### config.mk
export PLATFORM = sky130hd
export DESIGN_NAME = stack_ctrl_flat
export DESIGN_NICKNAME = d
export VERILOG_FILES = /design/src/rtl/kgp_stack_pkg.sv /design/src/rtl/stack_ctrl_if.sv /design/src/rtl/stack_arb.sv /design/src/rtl/stack_ctrl.sv /design/src/flat_wrapper.sv
export SDC_FILE = /design/constraint.sdc
export NUM_CORES = 1
export LEC_CHECK = 0
export BUFFER_PORTS_ARGS = -buffer_cell sky130_fd_sc_hd__buf_4
export CAP_MARGIN = 25
export CORE_MARGIN = 4
export CORE_UTILIZATION = 43
export DETAILED_ROUTE_END_ITERATION = 10
export PLACE_DENSITY = 0.76
export REMOVE_ABC_BUFFERS = 1
export SLEW_MARGIN = 25
export SYNTH_ARGS = -nofsm -noshare
export SYNTH_HDL_FRONTEND = slang
export SYNTH_HIERARCHICAL = 1
export SYNTH_SLANG_ARGS = --single-unit
### constraint.sdc
create_clock -name clk -period 2.4 [get_ports clk]
set_input_delay 0.24 -clock clk [delete_from_list [all_inputs] [get_ports clk]]
set_output_delay 0.24 -clock clk [all_outputs]
set_load 0.005 [all_outputs]
### src/rtl/kgp_stack_pkg.sv
// Shared constants and types for the KGP-RISC hardware stack controller.
// The stack holds DEPTH words of DW bits and is addressed with AW bits.
package kgp_stack_pkg;

   localparam int unsigned AW    = 6;
   localparam int unsigned DEPTH = 2**AW;
   localparam int unsigned DW    = 32;

   typedef enum logic [2:0] {
      StIdle,
      StPush,
      StPop,
      StPopWait,
      StResp
   } state_e;

   typedef enum logic {
      OwnCore = 1'b0,
      OwnTrap = 1'b1
   } owner_e;

   // One-hot select of the owner's ack/err pair: bit 0 core, bit 1 trap.
   function automatic logic [1:0] owner_sel(owner_e o);
      return (o == OwnTrap) ? 2'b10 : 2'b01;
   endfunction

endpackage

### src/rtl/stack_ctrl_if.sv
// Request/response handshake between one requester and the stack controller.
// The requester holds req/pop/wdata stable until it samples ack high.
interface stack_ctrl_if #(
   parameter int unsigned Dw = kgp_stack_pkg::DW
);

   logic          req;
   logic          pop;
   logic [Dw-1:0] wdata;
   logic          ack;
   logic          err;
   logic [Dw-1:0] rdata;

   modport master (
      output req,
      output pop,
      output wdata,
      input  ack,
      input  err,
      input  rdata
   );

   modport slave (
      input  req,
      input  pop,
      input  wdata,
      output ack,
      output err,
      output rdata
   );

endinterface

### src/rtl/stack_arb.sv
// Fixed-priority (trap over core) grant for the stack RAM port, plus the
// registers that hold the granted owner and push data for the transaction.
module stack_arb
   import kgp_stack_pkg::*;
#(
   parameter int unsigned Dw = DW
) (
   input  logic          clk,
   input  logic          reset,
   input  logic          grant_en,
   input  logic          core_req,
   input  logic          core_pop,
   input  logic [Dw-1:0] core_wdata,
   input  logic          trap_req,
   input  logic          trap_pop,
   input  logic [Dw-1:0] trap_wdata,
   output logic          gnt,
   output owner_e        gnt_owner,
   output logic          gnt_pop,
   output owner_e        owner,
   output logic [Dw-1:0] wdata
);

   always_comb begin
      gnt       = grant_en & (trap_req | core_req);
      gnt_owner = trap_req ? OwnTrap : OwnCore;
      gnt_pop   = trap_req ? trap_pop : core_pop;
   end

   always_ff @(posedge clk or negedge reset) begin
      if (!reset) begin
         owner <= OwnCore;
         wdata <= '0;
      end else if (gnt) begin
         owner <= gnt_owner;
         wdata <= (gnt_owner == OwnTrap) ? trap_wdata : core_wdata;
      end
   end

endmodule

### src/rtl/stack_ctrl.sv
// Stack pointer, full/empty status and RAM sequencing for the shared stack.
// Illegal pushes/pops complete with err and never touch the RAM.
module stack_ctrl
   import kgp_stack_pkg::*;
#(
   parameter int unsigned Aw = AW,
   parameter int unsigned Dw = DW
) (
   input  logic          clk,
   input  logic          reset,
   input  logic          clear,
   stack_ctrl_if.slave   core,
   stack_ctrl_if.slave   trap,
   output logic          mem_we,
   output logic          mem_re,
   output logic [Aw-1:0] mem_addr,
   output logic [Dw-1:0] mem_wdata,
   input  logic [Dw-1:0] mem_rdata,
   output logic [Aw:0]   count,
   output logic          full,
   output logic          empty
);

   localparam logic [Aw:0]   CntFull = {1'b1, {Aw{1'b0}}};
   localparam logic [Aw:0]   CntOne  = {{Aw{1'b0}}, 1'b1};
   localparam logic [Aw-1:0] AddrOne = {{(Aw-1){1'b0}}, 1'b1};

   state_e        state_q;
   logic [Aw:0]   count_q;
   logic          err_q;
   logic [1:0]    ack_q;
   logic          we_q;
   logic          re_q;
   logic [Aw-1:0] addr_q;
   logic [Dw-1:0] core_rdata_q;
   logic [Dw-1:0] trap_rdata_q;

   logic          grant_en;
   logic          gnt;
   owner_e        gnt_owner;
   logic          gnt_pop;
   logic          gnt_err;
   owner_e        owner;
   logic [Dw-1:0] lat_wdata;

   assign full     = (count_q == CntFull);
   assign empty    = (count_q == '0);
   assign grant_en = (state_q == StIdle) & ~clear;
   assign gnt_err  = gnt_pop ? empty : full;

   stack_arb #(
      .Dw (Dw)
   ) u_arb (
      .clk        (clk),
      .reset      (reset),
      .grant_en   (grant_en),
      .core_req   (core.req),
      .core_pop   (core.pop),
      .core_wdata (core.wdata),
      .trap_req   (trap.req),
      .trap_pop   (trap.pop),
      .trap_wdata (trap.wdata),
      .gnt        (gnt),
      .gnt_owner  (gnt_owner),
      .gnt_pop    (gnt_pop),
      .owner      (owner),
      .wdata      (lat_wdata)
   );

   // RAM strobes and acks are registered on entry to the state that owns them.
   always_ff @(posedge clk or negedge reset) begin
      if (!reset) begin
         state_q      <= StIdle;
         count_q      <= '0;
         err_q        <= 1'b0;
         ack_q        <= '0;
         we_q         <= 1'b0;
         re_q         <= 1'b0;
         addr_q       <= '0;
         core_rdata_q <= '0;
         trap_rdata_q <= '0;
      end else begin
         unique case (state_q)
            StIdle: begin
               if (clear) begin
                  count_q <= '0;
               end else if (gnt) begin
                  if (gnt_err) begin
                     err_q   <= 1'b1;
                     ack_q   <= owner_sel(gnt_owner);
                     state_q <= StResp;
                  end else if (gnt_pop) begin
                     re_q    <= 1'b1;
                     addr_q  <= count_q[Aw-1:0] - AddrOne;
                     state_q <= StPop;
                  end else begin
                     we_q    <= 1'b1;
                     addr_q  <= count_q[Aw-1:0];
                     state_q <= StPush;
                  end
               end
            end
            StPush: begin
               we_q    <= 1'b0;
               count_q <= count_q + CntOne;
               ack_q   <= owner_sel(owner);
               state_q <= StResp;
            end
            StPop: begin
               re_q    <= 1'b0;
               count_q <= count_q - CntOne;
               state_q <= StPopWait;
            end
            StPopWait: begin
               if (owner == OwnTrap) begin
                  trap_rdata_q <= mem_rdata;
               end else begin
                  core_rdata_q <= mem_rdata;
               end
               ack_q   <= owner_sel(owner);
               state_q <= StResp;
            end
            StResp: begin
               ack_q   <= '0;
               err_q   <= 1'b0;
               state_q <= StIdle;
            end
            default: state_q <= StIdle;
         endcase
      end
   end

   assign mem_we    = we_q;
   assign mem_re    = re_q;
   assign mem_addr  = addr_q;
   assign mem_wdata = lat_wdata;
   assign count     = count_q;

   assign core.ack   = ack_q[0];
   assign core.err   = ack_q[0] & err_q;
   assign core.rdata = core_rdata_q;
   assign trap.ack   = ack_q[1];
   assign trap.err   = ack_q[1] & err_q;
   assign trap.rdata = trap_rdata_q;

endmodule

### src/flat_wrapper.sv
// flat-port wrapper written by rule: the top's interface ports become plain ports
module stack_ctrl_flat import kgp_stack_pkg::*;
#(
   parameter int unsigned Aw = AW,
   parameter int unsigned Dw = DW
)
  (clk, reset, clear, mem_we, mem_re, mem_addr, mem_wdata, mem_rdata, count, full, empty, core_req, core_pop, core_wdata, core_ack, core_err, core_rdata, trap_req, trap_pop, trap_wdata, trap_ack, trap_err, trap_rdata);
  stack_ctrl_if #(.Dw(Dw)) core_i ();
  stack_ctrl_if #(.Dw(Dw)) trap_i ();
  input  logic clk;
  input  logic reset;
  input  logic clear;
  output logic mem_we;
  output logic mem_re;
  output logic [Aw-1:0] mem_addr;
  output logic [Dw-1:0] mem_wdata;
  input  logic [Dw-1:0] mem_rdata;
  output logic [Aw:0] count;
  output logic full;
  output logic empty;
  input wire logic [$bits(core_i.req)-1:0] core_req;
  input wire logic [$bits(core_i.pop)-1:0] core_pop;
  input wire logic [$bits(core_i.wdata)-1:0] core_wdata;
  output wire logic [$bits(core_i.ack)-1:0] core_ack;
  output wire logic [$bits(core_i.err)-1:0] core_err;
  output wire logic [$bits(core_i.rdata)-1:0] core_rdata;
  input wire logic [$bits(trap_i.req)-1:0] trap_req;
  input wire logic [$bits(trap_i.pop)-1:0] trap_pop;
  input wire logic [$bits(trap_i.wdata)-1:0] trap_wdata;
  output wire logic [$bits(trap_i.ack)-1:0] trap_ack;
  output wire logic [$bits(trap_i.err)-1:0] trap_err;
  output wire logic [$bits(trap_i.rdata)-1:0] trap_rdata;
  assign core_i.req = core_req;
  assign core_i.pop = core_pop;
  assign core_i.wdata = core_wdata;
  assign core_ack = core_i.ack;
  assign core_err = core_i.err;
  assign core_rdata = core_i.rdata;
  assign trap_i.req = trap_req;
  assign trap_i.pop = trap_pop;
  assign trap_i.wdata = trap_wdata;
  assign trap_ack = trap_i.ack;
  assign trap_err = trap_i.err;
  assign trap_rdata = trap_i.rdata;
  stack_ctrl #(.Aw(Aw), .Dw(Dw)) u_core (.clk(clk), .reset(reset), .clear(clear), .core(core_i), .trap(trap_i), .mem_we(mem_we), .mem_re(mem_re), .mem_addr(mem_addr), .mem_wdata(mem_wdata), .mem_rdata(mem_rdata), .count(count), .full(full), .empty(empty));
endmodule
After elaboration in Yosys (flattened, before gate mapping)
Index checks and enable logic that the tools add are counted.
{"block": "word_totals", "memories": 0, "ram_bits": 0, "latch_bits": 0, "input_bits": 103, "rom_bits": 0, "wordCells": 83, "register_bits": 118}
{"block": "op_classes", "div": 0, "eq_ne": 12, "addsub": 3, "order_cmp": 0, "n_mul": 0, "muxes": 32, "shift": 0, "reduce_logical": 17, "bitwise": 8}
{"cell": "$mux 32", "count": 1}
{"cell": "$pmux 7 s3", "count": 1}
{"cell": "$mux 1", "count": 14}
{"cell": "$mux 2", "count": 6}
{"cell": "$reduce_and 4->1", "count": 3}
{"cell": "$reduce_and 5->1", "count": 2}
{"cell": "$mux 3", "count": 3}
{"cell": "$pmux 3 s3", "count": 1}
{"cell": "$ne 2x2->1 const B", "count": 4}
{"cell": "$reduce_and 2->1", "count": 4}
{"cell": "$add 7x1->7 const B", "count": 1}
{"cell": "$eq 7x7->1 const B", "count": 1}
{"cell": "$logic_not 7->1", "count": 1}
{"cell": "$mux 7", "count": 1}
{"cell": "$sub 7x1->7 const B", "count": 1}
{"cell": "$eq 3x2->1 const B", "count": 2}
{"cell": "$mux 6", "count": 1}
{"cell": "$ne 2x1->1 const B", "count": 3}
{"cell": "$pmux 1 s2", "count": 3}
{"cell": "$pmux 2 s3", "count": 1}
{"cell": "$reduce_bool 2->1", "count": 3}
{"cell": "$reduce_bool 3->1", "count": 2}
{"cell": "$sub 6x1->6 const B", "count": 1}
{"cell": "$and 1x1->1", "count": 4}
{"cell": "other kinds (6)", "count": 8}

Depth between registers and ports, before layout
{"block": "depth", "depth_word": 6, "depth_mapped": 11, "ltp_nobuf": 7}

Cells and area by module
The synthesis kept the hierarchy.
{"mod": "stack_ctrl", "n_inst": 1, "cells_each": 280, "area_each_um2": 3679.8, "seq_area_each_um2": 2127.0}
{"mod": "stack_arb", "n_inst": 1, "cells_each": 158, "area_each_um2": 1599.0, "seq_area_each_um2": 825.8}

Worst setup path before layout
Ideal clock, no wire load.
{"block": "synth_path", "kind": "flip-flop to flip-flop", "startpoint": "register u_core.state_q[1]", "endpoint": "register u_core.addr_q[1] (netlist: u_core/mem_addr[1])", "stages_incl_launch_ff": 10, "period_less_slack_ps": 2474, "slack_ps": -74, "t_arrival_ps": 2349, "setup_time_ps": 125, "t_required_ps": 2275, "path_buffers": 3, "cell_sequence": "dfrtp_1 buf_4 or3_1 nor2_1 buf_2 buf_1 and2_1 nand2b_1 a311oi_1 mux2_2"}
{"block": "synth_via", "elab_chain_cells": 4}
{"element": "from (decl)", "line_no": "stack_ctrl.sv:28", "rtl": "state_e state_q;"}
{"element": "from (signal assigned)", "line_no": "stack_ctrl.sv:73", "rtl": "state_q <= StIdle;"}
{"element": "from (signal assigned)", "line_no": "stack_ctrl.sv:91", "rtl": "state_q <= StResp;"}
{"element": "from (signal assigned)", "line_no": "stack_ctrl.sv:95", "rtl": "state_q <= StPop;"}
{"element": "$logic_not 3->1", "line_no": "stack_ctrl.sv:48", "rtl": "assign grant_en = (state_q == StIdle) & ~clear;"}
{"element": "$and 1x1->1", "line_no": "stack_ctrl.sv:48"}
{"element": "via u_core.grant_en", "line_no": "stack_ctrl.sv:38", "rtl": "logic grant_en;"}
{"element": "$and 1x1->1", "line_no": "stack_arb.sv:25", "rtl": "gnt = grant_en & (trap_req | core_req);"}
{"element": "via u_core.gnt", "line_no": "stack_ctrl.sv:39", "rtl": "logic gnt;"}
{"element": "$reduce_and 4->1 (no source line)"}
{"element": "to (signal assigned)", "line_no": "stack_ctrl.sv:94", "rtl": "addr_q <= count_q[Aw-1:0] - AddrOne;"}
{"element": "to (signal assigned)", "line_no": "stack_ctrl.sv:98", "rtl": "addr_q <= count_q[Aw-1:0];"}
{"element": "to (decl)", "line_no": "stack_ctrl.sv:34", "rtl": "logic [Aw-1:0] addr_q;"}
The timed path passes the listed nets, and every way through them passes these cells.
A chain may end at the register's enable or synchronous reset.

Worst setup path in the final report
{"block": "layout_path", "startpoint": "register u_core.state_q[0]", "endpoint": "register u_core.u_arb.wdata[3]"}
{"block": "layout_via", "elab_chain_cells": 3}
{"element": "$logic_not 3->1", "line_no": "stack_ctrl.sv:48"}
{"element": "$and 1x1->1", "line_no": "stack_ctrl.sv:48"}
{"element": "via u_core.grant_en", "line_no": "stack_ctrl.sv:38"}
{"element": "$and 1x1->1", "line_no": "stack_arb.sv:25"}
{"element": "to (signal assigned)", "line_no": "stack_arb.sv:36", "rtl": "wdata <= (gnt_owner == OwnTrap) ? trap_wdata : core_wdata;"}
{"element": "to (decl)", "line_no": "stack_arb.sv:21", "rtl": "output logic [Dw-1:0] wdata"}
The timed path passes the listed nets, and every way through them passes these cells.

==> results.yml <==
outcome:
  run_status: "finished, final reports clean"
synth:
  synthesis.yosys.warnings: 6
  synthDistinctLibCells: 46
  number_of_enable_flip_flop_cells_after_synthesis: 0
  postSynthCellCount: 438
  synth_ff_type: "sky130_fd_sc_hd__dfrtp_1"
  average_instance_area_after_synthesis_um2: 12.1
  synthArstFlopShare_pct: 100
  synthesis.area_um2: 5280
  ys_seq_elements: 118
  synth_sequential_area_ratio_pct: 55.9
sta:
  setup_viol_count_final: 0
  fin_crit_ns: 2.21
  max-slew-margin-rel_pct: 53.8
  unrepaired_setup_endpoints_after_global_routing: "false"
  largest_clock_skew_in_the_final_design_ns: 0.00799
  drv_slew: 0
  finalCritPeriodShare_pct: 92.3
  maximum_frequency_from_static_timing_analysis_mhz: 452
  tightest_slew_ns: 0.693
  hold_viol_final: 0
floorplanning:
  core_um2: 12000
  core.rowCount: 40
  initial_core_util_pct: 43.9
  fp.dieArea_um2: 14100
  die_height_um: 119
  chipWidth_um: 119
  floorplan.io_pins: 220
routing:
  routed_wire_length_per_instance_um: 19.1
  first_pass_iters: 5
  finalWirelength_um: 15600
  route.detailed.vias_per_inst: 5.61
  drt_first_iter_violations: 317
  dr_wl_met2_um: 8200
  route.met3.wl_um: 921
  routed-via-count: 4577
  detail-route-antenna-nets: 0
  wl_met1_um: 5900
  drt_drc_violations_left: 0
  top_layer: "met4"
final_layout:
  layout_commonest_cell: "sky130_fd_sc_hd__buf_4"
  n_fill_cell: 960
  layout_stage_area_growth_over_the_synthesis_result_pct: 45.1
  layout.cells.most_common_list: "sky130_fd_sc_hd__buf_4, sky130_fd_sc_hd__dfrtp_1, sky130_fd_sc_hd__mux2_2"
  post_route_cells_drive_above_1_share_pct: 50.8
  fin_nets: 762
  final_core_utilization_pct: 63.7
  antenna_cell_count: 0
cts:
  ctsHtreeMaxLevel: 4
  clock_transition_at_the_registers_of_the_reported_paths_ns: 0.05
  cts.root.buffer_cell: "sky130_fd_sc_hd__clkbuf_16"
  insertion_delay_to_the_later_sink_of_the_worst_skew_pair_ns: 0.40
  cts-buffers-inserted: 17
  tritoncts_clock_tree: "done"
  cts_buffer_depth: 2
  tritoncts_num_sinks: 118
  postCtsSetupBuffers: 0
worst_setup_path:
  critPathRequiredTime_ns: 2.68
  endpoint_kind: "register"
  type_of_the_worst_setup_path: "register to register"
  arrival_ns: 2.49
  critical_path.startpoint_type: "register"
  critical_path.max_fanout: 36
global_route:
  grt_max_degree: 119
  first_pass_grt_wire_length_um: 25200
  initial_antenna_violation_count: 0
  global_route_total_usage_across_every_layer_pct: 22.5
  vias_in_the_first_global_route: 4864
  globalRoute.totalOverflow: 0
worst_hold_path:
  hold_path.class: "input pin to register"
pwr:
  power_density_nw_per_um2: 1310
  totalPowerFinal_uw: 10000
  vdd.ir_drop.worst_mv: 0.829
  power_leakage_uw: 0.00366
run:
  timing.max_cap.violations: 0
placed_design:
  place.detailed.hpwl_um: 11000
  portBuffers: 219
  routabilityCongestion: 0.815
[power breakdown]
group | internal (uW) | switching, uW
sequential | 2950 | 704
combinational | 2270 | 1640
clock | 1630 | 857
[path summary, 6_finish.rpt]
path / from / to / slack (ns) / cells after the start
min: mem_rdata[21] / u_core/trap.rdata[21] / 0.08 / 2
max: u_core/state_q[0] / u_core/u_arb/wdata[3] / 0.19 / 7
min in group asynchronous: reset / u_core/u_arb/wdata[11] / 0.41 / 3
min reg2reg: u_core/trap.rdata[22] / u_core/trap.rdata[22] / 0.51 / 1
max reg2reg: u_core/state_q[0] / u_core/u_arb/wdata[3] / 0.19 / 7
max in group asynchronous: reset / u_core/u_arb/wdata[23] / 1.41 / 3
[metrics by stage]
stage / worst slack (ns) / TNS (ns) / instance area (um2) / hold WS, ns / cells
2_1_floorplan: -1.39 / -80.84 / 5070 / -0.0556 / 401
5_1_grt: 0.0265 / 0 / 7660 / 0.0568 / 816
3_3_place_gp: 0.290 / 0 / 7060 / 0.372 / 783
4_1_cts: 0.144 / 0 / 7650 / 0.0543 / 816
3_5_place_dp: 0.170 / 0 / 7060 / 0.384 / 783
6_report: 0.186 / 0 / 7660 / 0.0764 / 816
[metal layers]
metal,vias to the layer above,global-route usage [%]
met2,210,39.0
met5,-,0
li1,2057,-
met4,0,11.0
met1,2267,25.4
met3,43,6.22
[logic make-up after synthesis]
logic type / after synthesis / share of synthesized area (%)
adder cells (fa/ha/maj): 3 / 0.711
AND/OR/NAND/NOR: 92 / 8.53
multiplexers: 71 / 15.1
buffers and inverters: 44 / 4.43
AO/OA/AOI/OAI: 100 / 13.7
flip-flops: 118 / 55.9
XOR/XNOR: 10 / 1.66
[area by class of cell]
class                           instances  area, um2  share of cell area (%)
Clock buffer                           23        488                    6.37
Clock inverter                          9       98.8                    1.29
Inverter                                7       26.3                   0.343
Multi-Input combinational cell        276       2100                    27.5
Sequential cell                       118       2950                    38.6
Tap cell                              147        184                    2.40
Timing Repair Buffer                  236       1800                    23.5
[cells in the mapped netlist, types with 5 or more instances]
master | count | area share, %
sky130_fd_sc_hd__nor2_1 | 47 | 3.3
sky130_fd_sc_hd__clkbuf_1 | 11 | 0.78
sky130_fd_sc_hd__a21oi_1 | 16 | 1.5
sky130_fd_sc_hd__buf_6 | 6 | 1.3
sky130_fd_sc_hd__o22ai_1 | 32 | 3.8
sky130_fd_sc_hd__nor3_1 | 6 | 0.57
sky130_fd_sc_hd__o32ai_1 | 31 | 5.1
sky130_fd_sc_hd__nand2_1 | 9 | 0.64
sky130_fd_sc_hd__mux2_2 | 67 | 14
sky130_fd_sc_hd__dfrtp_1 | 118 | 56
sky130_fd_sc_hd__and3_1 | 5 | 0.59
sky130_fd_sc_hd__buf_1 | 5 | 0.36
sky130_fd_sc_hd__inv_1 | 7 | 0.50
sky130_fd_sc_hd__xnor2_1 | 6 | 1.0
sky130_fd_sc_hd__buf_2 | 13 | 1.2
[flip-flops by register name, summed over array words and instances (netlist names)]
name and count:
u_core/core.rdata 32, u_core/trap.rdata 32, u_core/u_arb/wdata 32, u_core/count 7, u_core/mem_addr 6, u_core/state_q 3
u_core/ack_q 2, u_core/err_q 1, u_core/mem_re 1, u_core/mem_we 1, u_core/u_arb/owner 1
[critical path, cell delays in order, from the launching register on]
cell,delay (ns)
sky130_fd_sc_hd__dfrtp_1,0.45
sky130_fd_sc_hd__or3_1,0.42
sky130_fd_sc_hd__nor2_2,0.12
sky130_fd_sc_hd__buf_6,0.29
sky130_fd_sc_hd__nand2_1,0.12
sky130_fd_sc_hd__buf_4,0.25
sky130_fd_sc_hd__o32ai_1,0.32
sky130_fd_sc_hd__nor2_1,0.10
[what timing repair did]
action	in CTS	in global routing
hold endpoints to repair	118	0
gates resized for setup	0	1
hold buffers	1	0
setup endpoints to repair	0	2
Power figures use the tool's default switching activity.
